### config.mk
export PLATFORM = sky130hd
export DESIGN_NAME = pc_gen
export DESIGN_NICKNAME = d
export VERILOG_FILES = /design/src/rtl/pc_pkg.sv /design/src/rtl/pc_ras.sv /design/src/rtl/pc_gen.sv
export SDC_FILE = /design/constraint.sdc
export NUM_CORES = 1
export LEC_CHECK = 0
export ABC_AREA = 1
export CORE_ASPECT_RATIO = 1.75
export CORE_MARGIN = 5
export CORE_UTILIZATION = 57
export CTS_CLUSTER_SIZE = 10
export DETAILED_ROUTE_END_ITERATION = 6
export DONT_BUFFER_PORTS = 1
export PLACE_DENSITY = 0.75
export SYNTH_ARGS = -nofsm -noshare
export SYNTH_HDL_FRONTEND = slang
export SYNTH_SLANG_ARGS = --single-unit
### constraint.sdc
create_clock -name clk -period 1.8 [get_ports clk]
set_clock_uncertainty 0.15 [all_clocks]
set_input_delay 0.36 -clock clk [delete_from_list [all_inputs] [get_ports clk]]
set_output_delay 0.36 -clock clk [all_outputs]
set_load 0.02 [all_outputs]
### src/rtl/pc_pkg.sv
// Shared types and default constants for the fetch-stage PC generator.
package pc_pkg;

  typedef enum logic [1:0] {
    PC_BOOT   = 2'd0,
    PC_RUN    = 2'd1,
    PC_HALTED = 2'd2
  } pc_state_e;

  localparam int unsigned PC_W_DEF      = 8;
  localparam int unsigned STEP_DEF      = 1;
  localparam int unsigned RESET_VEC_DEF = 32'h0000_0000;
  localparam int unsigned TRAP_VEC_DEF  = 32'h0000_00F0;
  localparam int unsigned RAS_DEPTH_DEF = 4;

endpackage

### src/rtl/pc_ras.sv
// Circular return-address stack: top pointer plus saturating occupancy count.
// A push into a full stack silently overwrites the oldest entry.
module pc_ras
  import pc_pkg::*;
#(
  parameter int unsigned W     = PC_W_DEF,
  parameter int unsigned DEPTH = RAS_DEPTH_DEF
) (
  input  logic         clk,
  input  logic         rst_n,
  input  logic         push,
  input  logic         pop,
  input  logic [W-1:0] push_data,
  output logic [W-1:0] top,
  output logic         empty,
  output logic         full,
  output logic         overflow
);

  localparam int unsigned PTR_W = (DEPTH > 1) ? $clog2(DEPTH) : 1;
  localparam int unsigned CNT_W = $clog2(DEPTH + 1);

  logic [W-1:0]     mem [DEPTH];
  logic [PTR_W-1:0] top_ptr;
  logic [CNT_W-1:0] cnt;
  logic [PTR_W-1:0] wr_ptr_c;

  assign wr_ptr_c = top_ptr + PTR_W'(1);
  assign empty    = (cnt == '0);
  assign full     = (cnt == CNT_W'(DEPTH));
  assign top      = mem[top_ptr];

  // Stack storage, pointer and count update; overflow pulses the cycle after a push into a full stack
  always_ff @(posedge clk or negedge rst_n) begin
    if (!rst_n) begin
      top_ptr  <= '0;
      cnt      <= '0;
      overflow <= 1'b0;
      for (int unsigned i = 0; i < DEPTH; i++) begin
        mem[i] <= '0;
      end
    end else begin
      overflow <= push && full;
      if (push) begin
        mem[wr_ptr_c] <= push_data;
        top_ptr       <= wr_ptr_c;
        if (!full) begin
          cnt <= cnt + CNT_W'(1);
        end
      end else if (pop && !empty) begin
        top_ptr <= top_ptr - PTR_W'(1);
        cnt     <= cnt - CNT_W'(1);
      end
    end
  end

endmodule

### src/rtl/pc_gen.sv
// Fetch-stage program-counter generator: BOOT/RUN/HALTED FSM, trap/redirect/halt
// priority mux, valid/ready handshake toward fetch and call/return prediction.
module pc_gen
  import pc_pkg::*;
#(
  parameter int unsigned PC_W      = PC_W_DEF,
  parameter int unsigned STEP      = STEP_DEF,
  parameter int unsigned RESET_VEC = RESET_VEC_DEF,
  parameter int unsigned TRAP_VEC  = TRAP_VEC_DEF,
  parameter int unsigned RAS_DEPTH = RAS_DEPTH_DEF
) (
  input  logic            clk,
  input  logic            rst_n,
  output logic [PC_W-1:0] pc_out,
  output logic            pc_valid,
  input  logic            fetch_ready,
  input  logic            redirect_valid,
  input  logic [PC_W-1:0] redirect_pc,
  input  logic            trap,
  input  logic            halt,
  input  logic            call,
  input  logic [PC_W-1:0] call_pc,
  input  logic            ret,
  output logic            ras_overflow,
  output logic            ras_underflow
);

  localparam logic [PC_W-1:0] RESET_PC = PC_W'(RESET_VEC);
  localparam logic [PC_W-1:0] TRAP_PC  = PC_W'(TRAP_VEC);
  localparam logic [PC_W-1:0] STEP_PC  = PC_W'(STEP);

  pc_state_e       state, state_d;
  logic [PC_W-1:0] pc_d;
  logic            valid_d;
  logic            underflow_d;
  logic            accept_c;
  logic [PC_W-1:0] pc_next_seq_c;
  logic            ras_push_c;
  logic            ras_pop_c;
  logic [PC_W-1:0] ras_top;
  logic            ras_empty;
  logic            ras_full;

  assign accept_c      = pc_valid && fetch_ready;
  assign pc_next_seq_c = pc_out + STEP_PC;

  pc_ras #(
    .W     (PC_W),
    .DEPTH (RAS_DEPTH)
  ) u_ras (
    .clk       (clk),
    .rst_n     (rst_n),
    .push      (ras_push_c),
    .pop       (ras_pop_c),
    .push_data (pc_next_seq_c),
    .top       (ras_top),
    .empty     (ras_empty),
    .full      (ras_full),
    .overflow  (ras_overflow)
  );

  // State, PC and status registers
  always_ff @(posedge clk or negedge rst_n) begin
    if (!rst_n) begin
      state         <= PC_BOOT;
      pc_out        <= RESET_PC;
      pc_valid      <= 1'b0;
      ras_underflow <= 1'b0;
    end else begin
      state         <= state_d;
      pc_out        <= pc_d;
      pc_valid      <= valid_d;
      ras_underflow <= underflow_d;
    end
  end

  // Next-state and next-PC selection, trap > redirect > halt > stall > ret > call > sequential
  always_comb begin
    state_d     = state;
    pc_d        = pc_out;
    valid_d     = 1'b0;
    underflow_d = 1'b0;
    ras_push_c  = 1'b0;
    ras_pop_c   = 1'b0;
    unique case (state)
      PC_BOOT: begin
        state_d = PC_RUN;
      end
      PC_RUN: begin
        if (trap) begin
          pc_d = TRAP_PC;
        end else if (redirect_valid) begin
          pc_d = redirect_pc;
        end else if (halt) begin
          state_d = PC_HALTED;
        end else if (accept_c) begin
          if (ret) begin
            if (!ras_empty) begin
              pc_d      = ras_top;
              ras_pop_c = 1'b1;
            end else begin
              pc_d        = pc_next_seq_c;
              underflow_d = 1'b1;
            end
          end else if (call) begin
            ras_push_c = 1'b1;
            pc_d       = call_pc;
          end else begin
            pc_d = pc_next_seq_c;
          end
        end
      end
      PC_HALTED: begin
        if (trap) begin
          pc_d    = TRAP_PC;
          state_d = PC_RUN;
        end else if (redirect_valid) begin
          pc_d    = redirect_pc;
          state_d = PC_RUN;
        end
      end
      default: begin
        state_d = PC_BOOT;
      end
    endcase
    valid_d = (state_d == PC_RUN);
  end

  // An overflow pulse can only follow a push made while the stack was full
  a_ovf_needs_full: assert property (@(posedge clk) disable iff (!rst_n)
    ras_overflow |-> $past(ras_full));

endmodule

==> results.yml, run 1 <==
floorplan:
  die_area_mm2: 0.00648
  start_util_pct: 59.1
  die_h_um: 103
  pin_count: 35
  coreArea_mm2: 0.00475
  die_w_um: 63.0
  rows: 33
pwr:
  total_power_mw: 3.85
  swShare_pct: 37.0
  p_per_area_mw_per_mm2: 1210
  power.switching_mw: 1.43
  seq_power_share_pct: 39.2
  vdd_ir_drop_max_mv: 0.854
  p_clk_share_pct: 25.1
  p_int_mw: 2.43
  p_leak_nw: 1.64
  combPwrFrac_pct: 35.7
final_layout:
  area_delta_synth_final_pct: 14.1
  drive_gt1_share_pct: 16.4
  finalNetCount: 425
  n_antenna_cell: 0
  final_common_cell: "nand2_1"
  final_cell_mix: "nand2_1, dfrtp_1, o21ai_1, nand3_1, nor2_1"
  nFillCells: 404
  final_cells: 448
worst_setup_path:
  rr_endpoint: "u_ras.cnt[2]$_DFFE_PN0P_"
  required_ns: 1.84
  r2r-start: "state[1]$_DFF_PN0_"
  cp_max_fo: 2
  start_kind: "register"
  rr_worst_depth: 11
  cp-end-kind: "register"
  critPathKind: "register to register"
  crit_end: "u_ras.cnt[2]$_DFFE_PN0P_"
  crit_start: "state[1]$_DFF_PN0_"
  reg2reg_slack_ns: 0.05
  critical_path_arrival_ns: 1.79
route:
  routedWlPerCell_um: 14.4
  drt-total-wl_mm: 6.46
  drt-pass1-iter-count: 4
  drcViolationCount: 0
  first_iter_violations: 136
  vias: 2457
  vias_per_cell: 5.48
  drtAntennaViolNets: 0
place:
  io_buffers: 0
  finalWeightedCongestion: 0.820
  dp_cells: 433
  hpwl_mm: 4.63
logic_synthesis:
  synth.cell_area_mm2: 0.00280
  seq_area_frac_synth_pct: 44.6
  synth_nets: 400
  ys.flop_type: "dfrtp_1"
  ys_seq_elements: 50
  synthTopCellsByArea: "dfrtp_1, nand2_1, o21ai_1, nand3_1, nor2_1"
  yosysUniqueCellTypes: 29
  yosysTopAreaCell: "dfrtp_1"
  synth_top_area_share_pct: 44.6
  ys.warnings.count: 0
  syn_area_per_cell_um2: 7.58
  ys_async_sr_fraction_pct: 100
  synth_edf_count: 0
  synth_cells: 370
global_route:
  grt_usage_pct: 21.5
  grt_pass1_vias: 2528
  grt_max_degree: 51
  grt-ovfl-total: 0
  antenna_found_initial: 0
  grt_pass1_wl_mm: 11.2
sta:
  worst_pin_slew_ns: 0.374
  final-hold-violation-count: 0
  rsz0062_at_grt: "true"
  min_period_over_period_pct: 97.3
  max_clock_freq_ghz: 0.571
  setup_tns_ns: 0
  fin_crit_ns: 1.75
  relSlewSlack_pct: 74.8
  slew_viol_final: 0
  finalSetupViolations: 0
clock_tree:
  clk_latency_ns: 0.30
  cts.sinks: 50
  htreeDepth: 2
  cts-root-buf: "clkbuf_8"
  clkTransAtPathRegs_ns: 0.09
  cts_tree: "yes"
  numCtsBuffers: 5
  cts_buffer_depth: 2
hold_path:
  hold_path_class: "input port to register"
  hold_depth: 2
run_status:
  status: "finished, final reports clean"
run:
  maxCapViolations: 0
==> critical path: stages, from the launching register on <==
cell	delay (ns)
dfrtp_1	0.40
inv_2	0.07
nand2_2	0.05
inv_2	0.07
nand3_4	0.09
nor2_8	0.10
inv_2	0.05
fa_2	0.34
nand2_2	0.07
nand2_1	0.04
o21ai_1	0.13
nand2_1	0.07
==> power by group through the flow <==
stage | Sequential (mW) | Combinational, mW | Clock, mW
6_report | 1.51 | 1.37 | 0.968
5_1_grt | 1.54 | 1.55 | 1.02
4_1_cts | 1.50 | 1.36 | 0.972
3_5_place_dp | 1.52 | 1.30 | 0
3_3_place_gp | 1.52 | 1.26 | 0
2_1_floorplan | 1.54 | 0.883 | 0
==> how the worst min path moves through the flow <==
stage / startpoint / end
after floorplan: rst_n / pc_out[0]$_DFFE_PN0P_
after global placement: rst_n / u_ras.overflow$_DFF_PN0_
after detailed placement: rst_n / u_ras.overflow$_DFF_PN0_
after CTS: ret / ras_underflow$_DFF_PN0_
after global routing: ret / ras_underflow$_DFF_PN0_
final: ret / ras_underflow$_DFF_PN0_
==> per-layer routing <==
layer | part of all wire (%) | wire length [um] | track usage, % | vias to the layer above
met5 | 0 | 0 | 0 | -
met4 | 2.3 | 148 | 7.35 | 0
met3 | 4.4 | 282 | 4.36 | 15
met2 | 53 | 3400 | 39.3 | 57
met1 | 41 | 2630 | 24.7 | 1152
li1 | - | - | - | 1233
==> state kept, by name, indices dropped and copies added (netlist names) <==
| name | cells |
|---|---|
| u_ras.mem | 32 |
| pc_out | 8 |
| u_ras.cnt | 3 |
| state | 2 |
| u_ras.top_ptr | 2 |
| pc_valid | 1 |
| ras_underflow | 1 |
| u_ras.overflow | 1 |
==> per-stage QoR <==
stage               utilization [%]  cell area [um2]  setup slack [ns]  hold WS (ns)
floorplan                         -             2820           -0.0785       -0.0856
global placement               62.4             2960            0.0754       -0.0837
detailed placement             62.4             2960          -0.00930       -0.0838
CTS                            66.6             3160           0.00946        0.0636
global route                   67.4             3200           -0.0590        0.0729
finish                         67.4             3200            0.0488        0.0645
==> synth_stat cells, types with 2 or more instances <==
| cell type | instances |
|---|---|
| nand3_1 | 26 |
| buf_6 | 4 |
| nor2_2 | 3 |
| nand2_4 | 4 |
| o21bai_1 | 2 |
| a22oi_1 | 2 |
| inv_1 | 22 |
| buf_2 | 3 |
| o211ai_1 | 2 |
| a21oi_1 | 11 |
| dfrtp_1 | 50 |
| xor2_1 | 6 |
| nand2_1 | 145 |
| inv_2 | 3 |
| or2_2 | 3 |
| o21ai_0 | 8 |
| nand2_2 | 2 |
| o21ai_1 | 30 |
| o21ai_2 | 3 |
| ha_1 | 5 |
| nor2_1 | 28 |
==> layout make-up <==
type,count,area [um2],area share (%)
flip-flops and latches,50,1250,39.2
well taps,52,65.1,2.03
clock inverters,2,60.1,1.88
inverters,25,97.6,3.05
repair buffers,27,225,7.04
clock buffers,6,82.6,2.58
multi-input cells,286,1420,44.2
==> kinds of logic (layout without fill, tap and decap cells) <==
logic type / Yosys count / count (layout) / synth area share, %
AND/OR/NAND/NOR: 215 / 215 / 33.2
flip-flops: 50 / 50 / 44.6
XOR/XNOR: 6 / 6 / 1.87
buffers and inverters: 34 / 60 / 5.89
adder cells (fa/ha/maj): 6 / 6 / 2.95
AO/OA/AOI/OAI: 59 / 59 / 11.5
==> timing repair <==
item                                    CTS  global route
setup buffers                             3             2
hold buffers                              2             0
hold endpoints to repair                 50             0
pin swaps                                 0             2
endpoints found under the setup margin    1             6
resized for setup                         0             6
(Power assumes the default switching activity.)
==> run 2: changes to the inputs <==
--- a/config.mk
+++ b/config.mk
@@ -8,11 +8,10 @@
 export ABC_AREA = 1
 export CORE_ASPECT_RATIO = 1.75
 export CORE_MARGIN = 5
-export CORE_UTILIZATION = 57
+export CORE_UTILIZATION = 41
 export CTS_CLUSTER_SIZE = 10
 export DETAILED_ROUTE_END_ITERATION = 6
 export DONT_BUFFER_PORTS = 1
-export PLACE_DENSITY = 0.75
 export SYNTH_ARGS = -nofsm -noshare
 export SYNTH_HDL_FRONTEND = slang
 export SYNTH_SLANG_ARGS = --single-unit
==> run 2 against run 1 <==
Die area rose by 34%. Critical path depth stayed put. Combinational power rose by 4%. First-iteration DRC count down 25%.
==> results.yml, run 2 (synthesis gave the netlist of run 1 again) <==
final_layout:
  final_cell_mix: "nand2_1, dfrtp_1, o21ai_1, buf_4, nor2_1"
  finalNetCount: 429
  reg.largest.list: "u_ras.mem (32), pc_out (8), u_ras.cnt (3)"
  largest_reg_flops: 32
  n_antenna_cell: 0
  nFillCells: 688
  drive_gt1_share_pct: 17.0
  area_delta_synth_final_pct: 17.1
  final_common_cell: "nand2_1"
  top_register: "u_ras.mem"
  final_cells: 484
global_route:
  antenna_found_initial: 0
  grt_max_degree: 51
  grt_pass1_vias: 2393
  grt_usage_pct: 17.4
  grt-ovfl-total: 0
  grt_pass1_wl_mm: 11.6
pwr:
  p_leak_nw: 1.68
  p_int_mw: 2.53
  p_clk_share_pct: 26.8
  swShare_pct: 36.5
  power.switching_mw: 1.45
  total_power_mw: 3.98
  combPwrFrac_pct: 35.7
  seq_power_share_pct: 37.5
  p_per_area_mw_per_mm2: 1210
  vdd_ir_drop_max_mv: 0.637
route:
  drt-total-wl_mm: 6.89
  vias: 2403
  first_iter_violations: 102
  vias_per_cell: 4.96
  drtAntennaViolNets: 0
  drt-pass1-iter-count: 4
  routedWlPerCell_um: 14.2
  drcViolationCount: 0
worst_setup_path:
  critPathKind: "register to register"
  cp_max_fo: 2
  r2r-start: "state[1]$_DFF_PN0_"
  critical_path.slowest_cell: "dfrtp_1"
  critical_path_arrival_ns: 1.79
  crit_chain: "inv_2 > nand2_2 > inv_2 > nand3_4 > nor2_8 > inv_4 > fa_2 > nand2_2 > nand2_1 > o21ai_1 > nand2_1"
  crit_start: "state[1]$_DFF_PN0_"
  max_stage_delay_ns: 0.38
  required_ns: 1.83
  critPathBufInv: 3
  cp-end-kind: "register"
  start_kind: "register"
  cp_top_family: "simple AND/OR/NAND/NOR gates"
clock_tree:
  cts.sinks: 50
  clkTransAtPathRegs_ns: 0.06
  numCtsBuffers: 5
  htreeDepth: 2
  cts_buffer_depth: 2
  clk_latency_ns: 0.29
  cts-root-buf: "clkbuf_16"
  cts_tree: "yes"
run_status:
  status: "finished, final reports clean"
place:
  dp_slack_ns: 0.0317
  io_buffers: 0
  dp_cells: 474
  hpwl_mm: 5.26
  finalWeightedCongestion: 0.817
sta:
  final-hold-violation-count: 0
  rsz0062_at_grt: "true"
  max_clock_freq_ghz: 0.567
  fin_crit_ns: 1.76
  min_period_over_period_pct: 97.9
  timing.hold.ws_ns: 0.0864
  relSlewSlack_pct: 77.2
  setup_tns_ns: 0
  finalSetupViolations: 0
  worst_pin_slew_ns: 0.342
  slew_viol_final: 0
  worst_slack_ns: 0.0372
run:
  maxCapViolations: 0
floorplan:
  die_w_um: 72.5
  pin_count: 35
  start_util_pct: 41.5
  die_h_um: 119
  rows: 40
  die_area_mm2: 0.00866
  coreArea_mm2: 0.00676
hold_path:
  min_from: "ret"
  hold_path_class: "input port to register"
-- run 2: area by class of cell --
cell class              instances  area [um2]  share of cell area [%]
inverters                      25        96.3                    2.93
flip-flops and latches         50        1250                    38.1
clock inverters                 3        40.0                    1.22
repair buffers                 31         255                    7.77
multi-input cells             286        1410                    42.9
clock buffers                   5         125                    3.81
well taps                      84         105                    3.20
-- run 2: stage by stage --
step	utilization [%]	cell area, um2
final	48.6	3280
after global placement	45.4	3070
after CTS	48.4	3270
after floorplan	-	2820
after detailed placement	45.4	3070
after global routing	48.6	3280
-- run 2: what timing repair did --
action                                  in CTS  in global routing
hold buffers                                 2                  0
hold endpoints to repair                    50                  0
buffers inserted                             0                  0
resized for setup                            0                  5
endpoints found under the setup margin       0                  5
-- run 2: path summary, 6_finish.rpt --
path,end,slack (ns),cells past startpoint
setup / recovery,u_ras.cnt[2]$_DFFE_PN0P_,0.04,11
hold / removal,ras_underflow$_DFF_PN0_,0.09,2
setup reg to reg,u_ras.cnt[2]$_DFFE_PN0P_,0.04,11
hold reg to reg,u_ras.mem[16]$_DFFE_PN0P_,0.34,2
max in group asynchronous,pc_valid$_DFF_PN0_,0.85,2
min in group asynchronous,u_ras.mem[11]$_DFFE_PN0P_,0.42,2
-- run 2: power by group through the flow --
stage | combinational [mW] | clock, mW | sequential [mW]
4_1_cts | 1.42 | 1.10 | 1.49
2_1_floorplan | 0.883 | 0 | 1.54
5_1_grt | 1.61 | 1.14 | 1.52
3_3_place_gp | 1.37 | 0 | 1.51
6_report | 1.42 | 1.07 | 1.49
3_5_place_dp | 1.38 | 0 | 1.51
-- run 2: layer usage --
| layer | GRT usage [%] | wire length, um | vias to the layer above |
|---|---|---|---|
| li1 | - | - | 1243 |
| met1 | 19.4 | 2610 | 1098 |
| met2 | 31.0 | 3810 | 46 |
| met3 | 3.38 | 267 | 16 |
| met4 | 7.62 | 199 | 0 |
| met5 | 0 | 0 | - |
-- run 2: worst reg2reg max path: stages, from the launching register on --
cell and delay (ns):
dfrtp_1 0.38, inv_2 0.07, nand2_2 0.06, inv_2 0.07, nand3_4 0.11, nor2_8 0.12, inv_4 0.04, fa_2 0.37
nand2_2 0.07, nand2_1 0.05, o21ai_1 0.10, nand2_1 0.06
